<file path="config.mk">
export PLATFORM = sky130hd
export DESIGN_NAME = clock_ctrl
export DESIGN_NICKNAME = d
export VERILOG_FILES = /design/src/rtl/clock_ctrl_pkg.sv /design/src/rtl/key_debounce.sv /design/src/rtl/clock_ctrl.sv
export SDC_FILE = /design/constraint.sdc
export NUM_CORES = 1
export LEC_CHECK = 0
export CORE_ASPECT_RATIO = 1.1
export CORE_MARGIN = 8
export CORE_UTILIZATION = 55
export CTS_BUF_LIST = sky130_fd_sc_hd__clkbuf_4
export CTS_CLUSTER_SIZE = 8
export DETAILED_ROUTE_END_ITERATION = 10
export GPL_ROUTABILITY_DRIVEN = 0
export GPL_TIMING_DRIVEN = 0
export HOLD_SLACK_MARGIN = 0.15
export PLACE_DENSITY = 0.75
export SLEW_MARGIN = 5
export SYNTH_ARGS = -nofsm -noshare
export SYNTH_HDL_FRONTEND = slang
export SYNTH_HIERARCHICAL = 1
export SYNTH_SLANG_ARGS = --single-unit
</file>
<file path="constraint.sdc">
create_clock -name clk -period 9.9 [get_ports clk]
set_clock_uncertainty 0.1 [all_clocks]
set_input_delay 1.485 -clock clk [delete_from_list [all_inputs] [get_ports clk]]
set_output_delay 1.485 -clock clk [all_outputs]
set_load 0.01 [all_outputs]
</file>
<file path="src/rtl/clock_ctrl_pkg.sv">
// Shared types and constants for the slow-clock generator and its key debouncer.
package clock_ctrl_pkg;

    typedef enum logic [1:0] {
        ModeRun  = 2'b00,
        ModeStep = 2'b01,
        ModeHalt = 2'b10
    } mode_t;

    typedef enum logic [1:0] {
        StIdle,
        StRun,
        StStepOne
    } state_t;

    localparam int unsigned MIN_DIV = 2;

endpackage

</file>
<file path="src/rtl/key_debounce.sv">
// Synchronises and debounces an active-low push-button.
// Emits a one-cycle press pulse on each accepted release-to-press transition.
module key_debounce #(
    parameter int unsigned DEB_CYCLES = 500_000
) (
    input  logic clk,
    input  logic reset,
    input  logic key_n,
    output logic press
);

    localparam int unsigned CntW = $clog2(DEB_CYCLES);
    localparam logic [CntW-1:0] CntMax = CntW'(DEB_CYCLES - 1);

    logic            sync1_q, sync2_q;
    logic            stable_q, stable_d;
    logic            press_q, press_d;
    logic [CntW-1:0] cnt_q, cnt_d;

    always_ff @(posedge clk) begin
        if (reset) begin
            sync1_q  <= 1'b1;
            sync2_q  <= 1'b1;
            stable_q <= 1'b1;
            cnt_q    <= '0;
            press_q  <= 1'b0;
        end else begin
            sync1_q  <= key_n;
            sync2_q  <= sync1_q;
            stable_q <= stable_d;
            cnt_q    <= cnt_d;
            press_q  <= press_d;
        end
    end

    always_comb begin
        stable_d = stable_q;
        cnt_d    = '0;
        press_d  = 1'b0;
        if (sync2_q != stable_q) begin
            if (cnt_q == CntMax) begin
                stable_d = sync2_q;
                // Only a 1->0 change (stable was high) counts as a press.
                press_d  = stable_q;
            end else begin
                cnt_d = cnt_q + 1'b1;
            end
        end
    end

    assign press = press_q;

endmodule

</file>
<file path="src/rtl/clock_ctrl.sv">
// Slow processor clock generator: free-run, single-step and halt modes with a
// runtime-loadable divisor that only takes effect on period boundaries.
module clock_ctrl
    import clock_ctrl_pkg::*;
#(
    parameter int unsigned DIV_W       = 26,
    parameter int unsigned DEFAULT_DIV = 25_000_000,
    parameter int unsigned DEB_CYCLES  = 500_000
) (
    input  logic             clk,
    input  logic             reset,
    input  logic [1:0]       mode,
    input  logic             step_key,
    input  logic             div_load,
    input  logic [DIV_W-1:0] div_value,
    output logic             clk_div,
    output logic             tick,
    output logic             halted,
    output logic [31:0]      tick_count
);

    localparam logic [DIV_W-1:0] DefDiv = DIV_W'(DEFAULT_DIV);
    localparam logic [DIV_W-1:0] MinDiv = DIV_W'(MIN_DIV);

    state_t           state_q, state_d;
    logic [DIV_W-1:0] cnt_q, cnt_d;
    logic [DIV_W-1:0] div_q, div_d;
    logic [DIV_W-1:0] div_pend_q, div_pend_d;
    logic             pend_v_q, pend_v_d;
    logic             clk_div_q, clk_div_d;
    logic             tick_q, tick_d;
    logic             halted_q, halted_d;
    logic [31:0]      tick_count_q, tick_count_d;

    logic             step_req;
    logic             at_bound;
    logic             apply;
    logic [DIV_W-1:0] n_next;

    key_debounce #(
        .DEB_CYCLES(DEB_CYCLES)
    ) u_key_debounce (
        .clk  (clk),
        .reset(reset),
        .key_n(step_key),
        .press(step_req)
    );

    assign at_bound = (cnt_q == div_q - 1'b1);
    // A parked counter has no period to protect, so a pending divisor lands at once.
    assign apply    = pend_v_q && ((state_q == StIdle) || at_bound);
    assign n_next   = apply ? div_pend_q : div_q;

    always_ff @(posedge clk) begin
        if (reset) begin
            state_q      <= StIdle;
            cnt_q        <= DefDiv - 1'b1;
            div_q        <= DefDiv;
            div_pend_q   <= DefDiv;
            pend_v_q     <= 1'b0;
            clk_div_q    <= 1'b0;
            tick_q       <= 1'b0;
            halted_q     <= 1'b1;
            tick_count_q <= '0;
        end else begin
            state_q      <= state_d;
            cnt_q        <= cnt_d;
            div_q        <= div_d;
            div_pend_q   <= div_pend_d;
            pend_v_q     <= pend_v_d;
            clk_div_q    <= clk_div_d;
            tick_q       <= tick_d;
            halted_q     <= halted_d;
            tick_count_q <= tick_count_d;
        end
    end

    always_comb begin
        state_d = state_q;
        unique case (state_q)
            StIdle: begin
                if (mode == ModeRun) begin
                    state_d = StRun;
                end else if ((mode == ModeStep) && step_req) begin
                    state_d = StStepOne;
                end
            end
            StRun: begin
                if (at_bound && (mode != ModeRun)) begin
                    state_d = StIdle;
                end
            end
            StStepOne: begin
                if (at_bound) begin
                    state_d = StIdle;
                end
            end
            default: state_d = StIdle;
        endcase
    end

    always_comb begin
        div_d      = n_next;
        div_pend_d = div_pend_q;
        pend_v_d   = pend_v_q && !apply;
        if (div_load) begin
            div_pend_d = (div_value < MinDiv) ? MinDiv : div_value;
            pend_v_d   = 1'b1;
        end

        if (state_d == StIdle) begin
            cnt_d = n_next - 1'b1;
        end else if ((state_q == StIdle) || at_bound) begin
            cnt_d = '0;
        end else begin
            cnt_d = cnt_q + 1'b1;
        end
    end

    always_comb begin
        halted_d  = (state_d == StIdle);
        tick_d    = 1'b0;
        clk_div_d = 1'b0;
        if (state_d != StIdle) begin
            tick_d    = (cnt_d == '0);
            // High for ceil(N/2) cycles starting at the tick.
            clk_div_d = (cnt_d < (n_next - (n_next >> 1)));
        end
        tick_count_d = tick_d ? tick_count_q + 32'd1 : tick_count_q;
    end

    assign clk_div    = clk_div_q;
    assign tick       = tick_q;
    assign halted     = halted_q;
    assign tick_count = tick_count_q;

endmodule

</file>
==> flow_metrics.tcl, run 1 <==
set metrics [dict create \
    hp-start "u_key_debounce/sync1_q" \
    fin_cells 1618 \
    grt_pass1_wl_um 48600 \
    cts_hold_buf 0 \
    syn2layout_area_growth_pct 13.1 \
    final_util_pct 62.5 \
    cellPowerDensity_nw_per_um2 127 \
    maxSlewViolCount 0 \
    io_pins 67 \
    report.power.total_mw 1.50 \
    hold_viol 0 \
    ys_types 94 \
    arrival_ns 9.72 \
    worstSetupPathType "reg2reg" \
    wl_met2_um 14600 \
    first_iter_violations 957 \
    status "finished, final reports clean" \
    die-area_um2 23700 \
    timing.final.crit_share_pct 94.4 \
    rsz0062_at_grt "no" \
    route.detailed.drc 0 \
    drt_pass1_iterations 6 \
    worstSetupStartpointType "flip-flop" \
    fin_crit_ns 9.34 \
    clk_pin_slew_ns 0.16 \
    insertion_delay_ns 0.57 \
    highest_layer "met4" \
    synth_fp_nets 1387 \
    cts_max_level 4 \
    nNetsFinal 1471 \
    tightest_slew_ns 0.842 \
    reg2reg_from "div_q[0]" \
    met1Wirelength_um 12800 \
    setup_violations 0 \
    synth_top_cell_area_share_pct 26.6 \
    synthCells 1273 \
    clk_path_buf_depth 2 \
    drive_above_1_share_pct 8.03 \
    synth.area.top_cells "dfxtp_1 (27%), ha_1 (9.7%), xnor2_1 (5.9%)" \
    setup_ws_ns 0.559 \
    met3_length_um 1900 \
    vias 9922 \
    antenna_found_initial 1 \
    synthArstFlopShare_pct 0 \
    die_x_um 147 \
    synth.top_cells.by_count "nor2_1 (142), dfxtp_1 (139), ha_1 (81)" \
    tns_ns 0 \
    synth_seq_cells 139 \
    startpoint "div_q[0]" \
    netlist_area_um2 10400 \
    path_common_cell "a21oi_1" \
    yosys.area.top_type "dfxtp_1" \
    cts_buffers 17 \
    std_cell_rows 53 \
    wl_um 30500 \
    grt_max_degree 17 \
    avgSynthCellArea_um2 8.20 \
    crit_slowest_cell "a2111oi_2" \
    grt_usage_pct 25.3 \
    grt_pass1_vias 9487 \
    preCtsSetupSlack_ns -0.307 \
    die_h_um 161 \
    floorplan.initialDensity_pct 55.3 \
    via_per_inst 6.13 \
    post_drt_wl_per_cell_um 18.8 \
    place_inst 1586 \
    worstPathMaxFanout 19 \
    grt_overflow 0 \
    portBuffers 66 \
    fp.coreArea_um2 18900 \
    synthFlopType "dfxtp_1" \
    p_leak_nw 4.59 \
    synth_edf_count 0 \
    post-dp-hpwl_um 24000 \
    num-fill-cells 1730 \
    slowest_delay_ns 0.53 \
    peakVddDrop_mv 0.120 \
    maxCapViolations 0 \
    worstPathRequired_ns 10.28 \
    yosysMostFrequentCell "nor2_1" \
    slew_headroom_pct 42.2 \
    yosysWarnings 6 \
    cts.sinks 139 \
    seq_area_frac_synth_pct 26.6 \
    fmax_mhz 107 \
    holdCritPathClass "reg2reg" \
    end_kind "flip-flop" \
    cts-root-buf "clkbuf_4" \
    cts_tree "built" \
    antenna_left 0 \
]
## through the flow
stage	hold slack, ns	cell area (um^2)
global route	0.367	11800
detailed placement	0.308	11400
CTS	0.347	11800
finish	0.343	11800
global placement	0.304	11400
floorplan	0.289	10400
## repair_timing
| item | 4_1_cts | 5_1_grt |
|---|---|---|
| endpoints found under the setup margin | 1 | 1 |
| buffers inserted | 0 | 0 |
| endpoints found under the hold margin | 0 | 0 |
| resized for setup | 2 | 8 |
## sequential cells by signal, summed over array words and instances, names as in the netlist
register                 count
u_key_debounce/press         1
tick                         1
u_key_debounce/sync2_q       1
div_q                       26
u_key_debounce/cnt_q        19
u_key_debounce/stable_q      1
state_q                      2
cnt_q                       26
tick_count                  32
div_pend_q                  26
clk_div                      1
pend_v_q                     1
u_key_debounce/sync1_q       1
halted                       1
## logic make-up (layout without fill, tap and decap cells)
kind of cell    count (synthesis)  after routing  share of synthesized area [%]
simple gates                  529            529                           28.0
flops                         139            139                           26.6
compound gates                255            255                           16.6
mux                            50             50                           5.07
xor+xnor                      111            111                           9.44
buf+inv                       107            204                           4.36
fa+ha+maj                      82             82                           9.90
other cells                     0              1                              0
## layer usage
| metal | global-route usage (%) | vias up |
|---|---|---|
| met5 | 0 | - |
| met4 | 11.5 | 0 |
| met3 | 3.91 | 75 |
| met2 | 42.5 | 373 |
| met1 | 31.3 | 4688 |
| li1 | - | 4786 |
## final cells by class
cell class / instances / area [um^2] / share of cell area [%]
Multi-Input combinational cell: 1027 / 7250 / 61.4
Sequential cell: 139 / 2780 / 23.6
Timing Repair Buffer: 66 / 661 / 5.59
Tap cell: 247 / 309 / 2.62
Buffer: 51 / 246 / 2.09
Clock inverter: 15 / 224 / 1.90
Inverter: 55 / 206 / 1.75
Clock buffer: 17 / 128 / 1.08
Antenna cell: 1 / 2.50 / 0.0212
## power by group
part	leakage, nW	total (mW)	internal (mW)	switching, mW
sequential	1.13	0.608	0.581	0.0269
clock	0.184	0.452	0.191	0.260
combinational	3.27	0.439	0.187	0.251
total	4.59	1.50	0.960	0.539
## layout by cell type, fill, tap and decap left out, drive strengths merged, types with 9 or more instances in the layout
master         instances
a211o                 15
a21o                   9
a21oi                 76
a31oi                 12
and2                  10
and3                  15
buf                   18
clkbuf                50
clkdlybuf4s50         66
dfxtp                139
ha                    81
inv                   64
mux2i                 47
nand2                 60
nand2b                32
nand3                 45
nand4                 33
nor2                 143
nor2b                 35
nor3                  28
nor4                  25
o211ai                 9
o21ai                 45
o22ai                 13
o31ai                 13
or2                   23
or3                   32
or4                   16
xnor2                 70
xor2                  40
## worst max-delay path, delay by kind of cell, from the launching register on
kind / cells / cell delay (ns)
AOI/OAI and AO/OA: 15 / 4.12
and+or+nand+nor: 12 / 2.47
adders and majority gates: 3 / 0.82
buffers and inverters: 4 / 0.74
DFF: 1 / 0.41
muxes: 1 / 0.35
xor gates and xnor gates: 1 / 0.23
## path summary, 6_finish.rpt
check | to | slack, ns | depth (start not counted)
worst max-delay path | clk_div | 0.56 | 36
worst min-delay path | u_key_debounce/sync2_q | 0.34 | 1
worst max register to register | clk_div | 0.56 | 36
worst min register to register | u_key_debounce/sync2_q | 0.34 | 1
Note: power is estimated with default switching activity, not from simulation.
==> run 2, diff against run 1 <==
--- a/config.mk
+++ b/config.mk
@@ -7,16 +7,16 @@
 export LEC_CHECK = 0
 export CORE_ASPECT_RATIO = 1.1
 export CORE_MARGIN = 8
-export CORE_UTILIZATION = 55
+export CORE_UTILIZATION = 30
 export CTS_BUF_LIST = sky130_fd_sc_hd__clkbuf_4
 export CTS_CLUSTER_SIZE = 8
 export DETAILED_ROUTE_END_ITERATION = 10
 export GPL_ROUTABILITY_DRIVEN = 0
 export GPL_TIMING_DRIVEN = 0
 export HOLD_SLACK_MARGIN = 0.15
-export PLACE_DENSITY = 0.75
 export SLEW_MARGIN = 5
 export SYNTH_ARGS = -nofsm -noshare
 export SYNTH_HDL_FRONTEND = slang
 export SYNTH_HIERARCHICAL = 1
 export SYNTH_SLANG_ARGS = --single-unit
+export TNS_END_PERCENT = 100
==> flow_metrics.tcl, run 2 (synthesis gave the netlist of run 1 again) <==
set metrics [dict create \
    global_route.usage.met1_pct 18.8 \
    grt.busiest_layer "met2" \
    std_cell_rows 71 \
    cts_hold_buf 0 \
    maxSlewViolCount 0 \
    vias 9797 \
    grt_max_degree 20 \
    tightest_slew_ns 0.854 \
    wl_um 32300 \
    timing.final.crit_share_pct 93.6 \
    maxCapViolations 0 \
    design_area_um2 12000 \
    syn2layout_area_growth_pct 14.9 \
    cts_buffers 17 \
    first_iter_violations 653 \
    antenna_left 0 \
    floorplan.initialDensity_pct 30.5 \
    antenna_found_initial 1 \
    setup_violations 0 \
    holdCritPathClass "reg2reg" \
    cp_num_buf_inv 2 \
    slowest_delay_ns 0.53 \
    slew_headroom_pct 41.4 \
    grt_pass1_vias 9194 \
    arrival_ns 9.64 \
    worstSetupStartpointType "flip-flop" \
    placed_cell_area_um2 11700 \
    portBuffers 66 \
    worstSetupPathType "reg2reg" \
    cts_resized 0 \
    cts_tree "built" \
    cts.sinks 139 \
    cellPowerDensity_nw_per_um2 122 \
    grt_pass1_wl_um 50100 \
    fin_crit_ns 9.27 \
    clk_pin_slew_ns 0.14 \
    fp.coreArea_um2 34300 \
    insertion_delay_ns 0.58 \
    grt_usage_pct 15.1 \
    largest_reg_flops 32 \
    peakVddDrop_mv 0.0667 \
    hold_viol 0 \
    path_common_cell "a21oi_1" \
    p_leak_nw 4.55 \
    grtUsageMet2_pct 25.6 \
    final_cell_mix "nor2_1 (142), dfxtp_1 (139), ha_1 (81), a21oi_1 (73), xnor2_1 (70)" \
    post_drt_wl_per_cell_um 17.9 \
    via_per_inst 5.41 \
    end_kind "flip-flop" \
    cts-root-buf "clkbuf_4" \
    use_met3_pct 2.73 \
    worstPathMaxFanout 7 \
    fmax_mhz 108 \
    cts_max_level 4 \
    io_pins 67 \
    crit_family "compound AO/OA/AOI/OAI gates" \
    num-fill-cells 3630 \
    clk_path_buf_depth 2 \
    grt_overflow 0 \
    drive_above_1_share_pct 7.74 \
    crit_slowest_cell "a2111oi_2" \
    post-dp-hpwl_um 25900 \
    die-area_um2 41000 \
    drt_pass1_iterations 5 \
    rsz0062_at_grt "no" \
    worstPathRequired_ns 10.27 \
    cts_setup_buffers 0 \
    die_x_um 194 \
    final_common_cell "nor2_1" \
    report.power.total_mw 1.47 \
    route.detailed.drc 0 \
    status "finished, final reports clean" \
    nNetsFinal 1471 \
    die_h_um 212 \
]
==> run 2: changes by cell type in the layout (fill, tap and decap cells not counted), sizes merged <==
cell      previous run  this run
buf                 18        17
inv                 64        60
clkinvlp             1         3
clkinv               2         3
clkbuf              50        52
diode                1         2
==> run 2: path summary, 6_finish.rpt <==
check	start	to	slack (ns)	cells past startpoint
max	div_q[0]	clk_div	0.63	37
min	u_key_debounce/sync1_q	u_key_debounce/sync2_q	0.34	1
max reg2reg	div_q[0]	clk_div	0.63	37
min reg2reg	u_key_debounce/sync1_q	u_key_debounce/sync2_q	0.34	1
==> run 2: per-layer routing <==
metal  routed length, um  share of wire [%]
met3                1830                5.7
met5                   0                  0
met1               14100                 44
met2               15400                 48
met4                1020                3.2
==> run 2: cell type report <==
type | count | area, um^2 | share of cell area, %
diodes | 2 | 5.00 | 0.0417
plain buffers | 51 | 246 | 2.06
clock buffers | 18 | 135 | 1.13
clock inverters | 14 | 183 | 1.52
inverters | 55 | 206 | 1.72
multi-input cells | 1027 | 7230 | 60.3
flip-flops and latches | 139 | 2780 | 23.2
well taps | 438 | 548 | 4.57
repair buffers | 66 | 661 | 5.51
==> run 2: report_power, final <==
| part | internal, mW | switching [mW] |
|---|---|---|
| sequential | 0.581 | 0.0288 |
| combinational | 0.186 | 0.244 |
| clock | 0.183 | 0.243 |
==> run 2: stage by stage <==
| step | hold WS, ns | util [%] | TNS [ns] | std cells | worst slack, ns |
|---|---|---|---|---|---|
| after detailed placement | 0.310 | 34.0 | -0.175 | 1777 | -0.175 |
| after CTS | 0.348 | 34.9 | 0 | 1808 | 0.428 |
| after floorplan | 0.289 | - | 0 | 1273 | 1.81 |
| after global placement | 0.300 | 34.0 | -0.130 | 1777 | -0.130 |
| after global routing | 0.357 | 35.0 | 0 | 1810 | 0.00101 |
| final | 0.343 | 35.0 | 0 | 1810 | 0.632 |
==> run 3, diff against run 2 <==
--- a/config.mk
+++ b/config.mk
@@ -7,7 +7,7 @@
 export LEC_CHECK = 0
 export CORE_ASPECT_RATIO = 1.1
 export CORE_MARGIN = 8
-export CORE_UTILIZATION = 30
+export CORE_UTILIZATION = 35
 export CTS_BUF_LIST = sky130_fd_sc_hd__clkbuf_4
 export CTS_CLUSTER_SIZE = 8
 export DETAILED_ROUTE_END_ITERATION = 10
==> flow_metrics.tcl, run 3 (synthesis gave the netlist of run 1 again) <==
set metrics [dict create \
    hold_viol 0 \
    cellPowerDensity_nw_per_um2 123 \
    first_iter_violations 649 \
    holdCritPathClass "reg2reg" \
    path_common_cell "a21oi_1" \
    final_cell_mix "nor2_1 (142), dfxtp_1 (139), ha_1 (81), a21oi_1 (73), xnor2_1 (70)" \
    maxSlewViolCount 0 \
    tns_ns 0 \
    cts.sinks 139 \
    clk_pin_slew_ns 0.14 \
    wl_um 32100 \
    crit_slowest_cell "a2111oi_2" \
    worstPathMaxFanout 7 \
    via_per_inst 5.61 \
    post-dp-hpwl_um 25700 \
    fmax_mhz 111 \
    crit_family "compound AO/OA/AOI/OAI gates" \
    final_common_cell "nor2_1" \
    setup_violations 0 \
    cp_num_buf_inv 2 \
    cts_max_level 4 \
    num-fill-cells 3018 \
    grt_usage_pct 17.5 \
    slew_headroom_pct 44.9 \
    post_drt_wl_per_cell_um 18.4 \
    timing.final.crit_share_pct 90.8 \
    drive_above_1_share_pct 7.96 \
    grt_pass1_wl_um 50300 \
    status "finished, final reports clean" \
    antenna_found_initial 1 \
    tightest_slew_ns 0.803 \
    grt_pass1_vias 9268 \
    std_cell_rows 66 \
    grt_max_degree 20 \
    die-area_um2 35600 \
    whs_ns 0.344 \
    cts-root-buf "clkbuf_4" \
    die_x_um 181 \
    p_leak_nw 4.57 \
    nNetsFinal 1471 \
    rsz0062_at_grt "no" \
    fin_crit_ns 8.98 \
    cts_buffers 17 \
    final_util_pct 40.5 \
    worstSetupPathType "reg2reg" \
    cts_tree "built" \
    drt_pass1_iterations 5 \
    maxCapViolations 0 \
    insertion_delay_ns 0.59 \
    clk_path_buf_depth 2 \
    arrival_ns 9.38 \
    floorplan.initialDensity_pct 35.4 \
    portBuffers 66 \
    grt_overflow 0 \
    largest_reg_flops 32 \
    worstPathRequired_ns 10.30 \
    end_kind "flip-flop" \
    slowest_delay_ns 0.51 \
    route.detailed.drc 0 \
    syn2layout_area_growth_pct 14.3 \
    design_area_um2 11900 \
    placed_cell_area_um2 11600 \
    io_pins 67 \
    die_h_um 197 \
    antenna_left 0 \
    peakVddDrop_mv 0.0741 \
    worstSetupStartpointType "flip-flop" \
    vias 9793 \
    fp.coreArea_um2 29500 \
]
[run 3: cell count changes in the layout (fill, tap and decap cells not counted), sizes merged]
cell and change:
bufinv -1, clkbuf -1, clkinvlp -2, inv +4
[run 3: path summary, 6_finish.rpt]
| path | start | end | slack, ns | cells after the start |
|---|---|---|---|---|
| worst max-delay path | div_q[0] | clk_div | 0.92 | 37 |
| worst min-delay path | u_key_debounce/sync1_q | u_key_debounce/sync2_q | 0.34 | 1 |
| worst min register to register | u_key_debounce/sync1_q | u_key_debounce/sync2_q | 0.34 | 1 |
| worst max register to register | div_q[0] | clk_div | 0.92 | 37 |
[run 3: timing repair]
action	4_1_cts	5_1_grt
hold buffers	0	0
setup endpoints to repair	1	1
resized for setup	0	8
setup buffers	0	0
[run 3: metal layers]
layer / wire length (um) / vias to the layer above / GRT usage [%]
met4: 1170 / 0 / 7.72
met2: 15400 / 275 / 29.8
li1: - / 4782 / -
met3: 1470 / 63 / 2.56
met5: 0 / - / 0
met1: 14100 / 4673 / 21.8
[run 3: through the flow]
stage	setup slack [ns]	power, mW	instances
5_1_grt	0.125	1.55	1745
4_1_cts	0.460	1.47	1744
3_5_place_dp	-0.0916	1.05	1713
6_report	0.915	1.47	1746
2_1_floorplan	1.81	0.923	1273
3_3_place_gp	-0.0595	1.04	1713
[run 3: where the power goes]
group	total [mW]	leakage (nW)	switching (mW)	internal [mW]
clock	0.422	0.171	0.257	0.165
combinational	0.434	3.26	0.247	0.188
sequential	0.609	1.13	0.0281	0.581
total	1.47	4.57	0.532	0.933
[run 3: area by class of cell]
class	instances	area [um^2]	area share, %
clock inverters	15	198	1.66
diodes	2	5.00	0.0419
multi-input cells	1027	7240	60.7
repair buffers	66	661	5.54
inverters	55	206	1.73
clock buffers	17	128	1.07
plain buffers	51	246	2.07
flip-flops and latches	139	2780	23.3
well taps	374	468	3.92
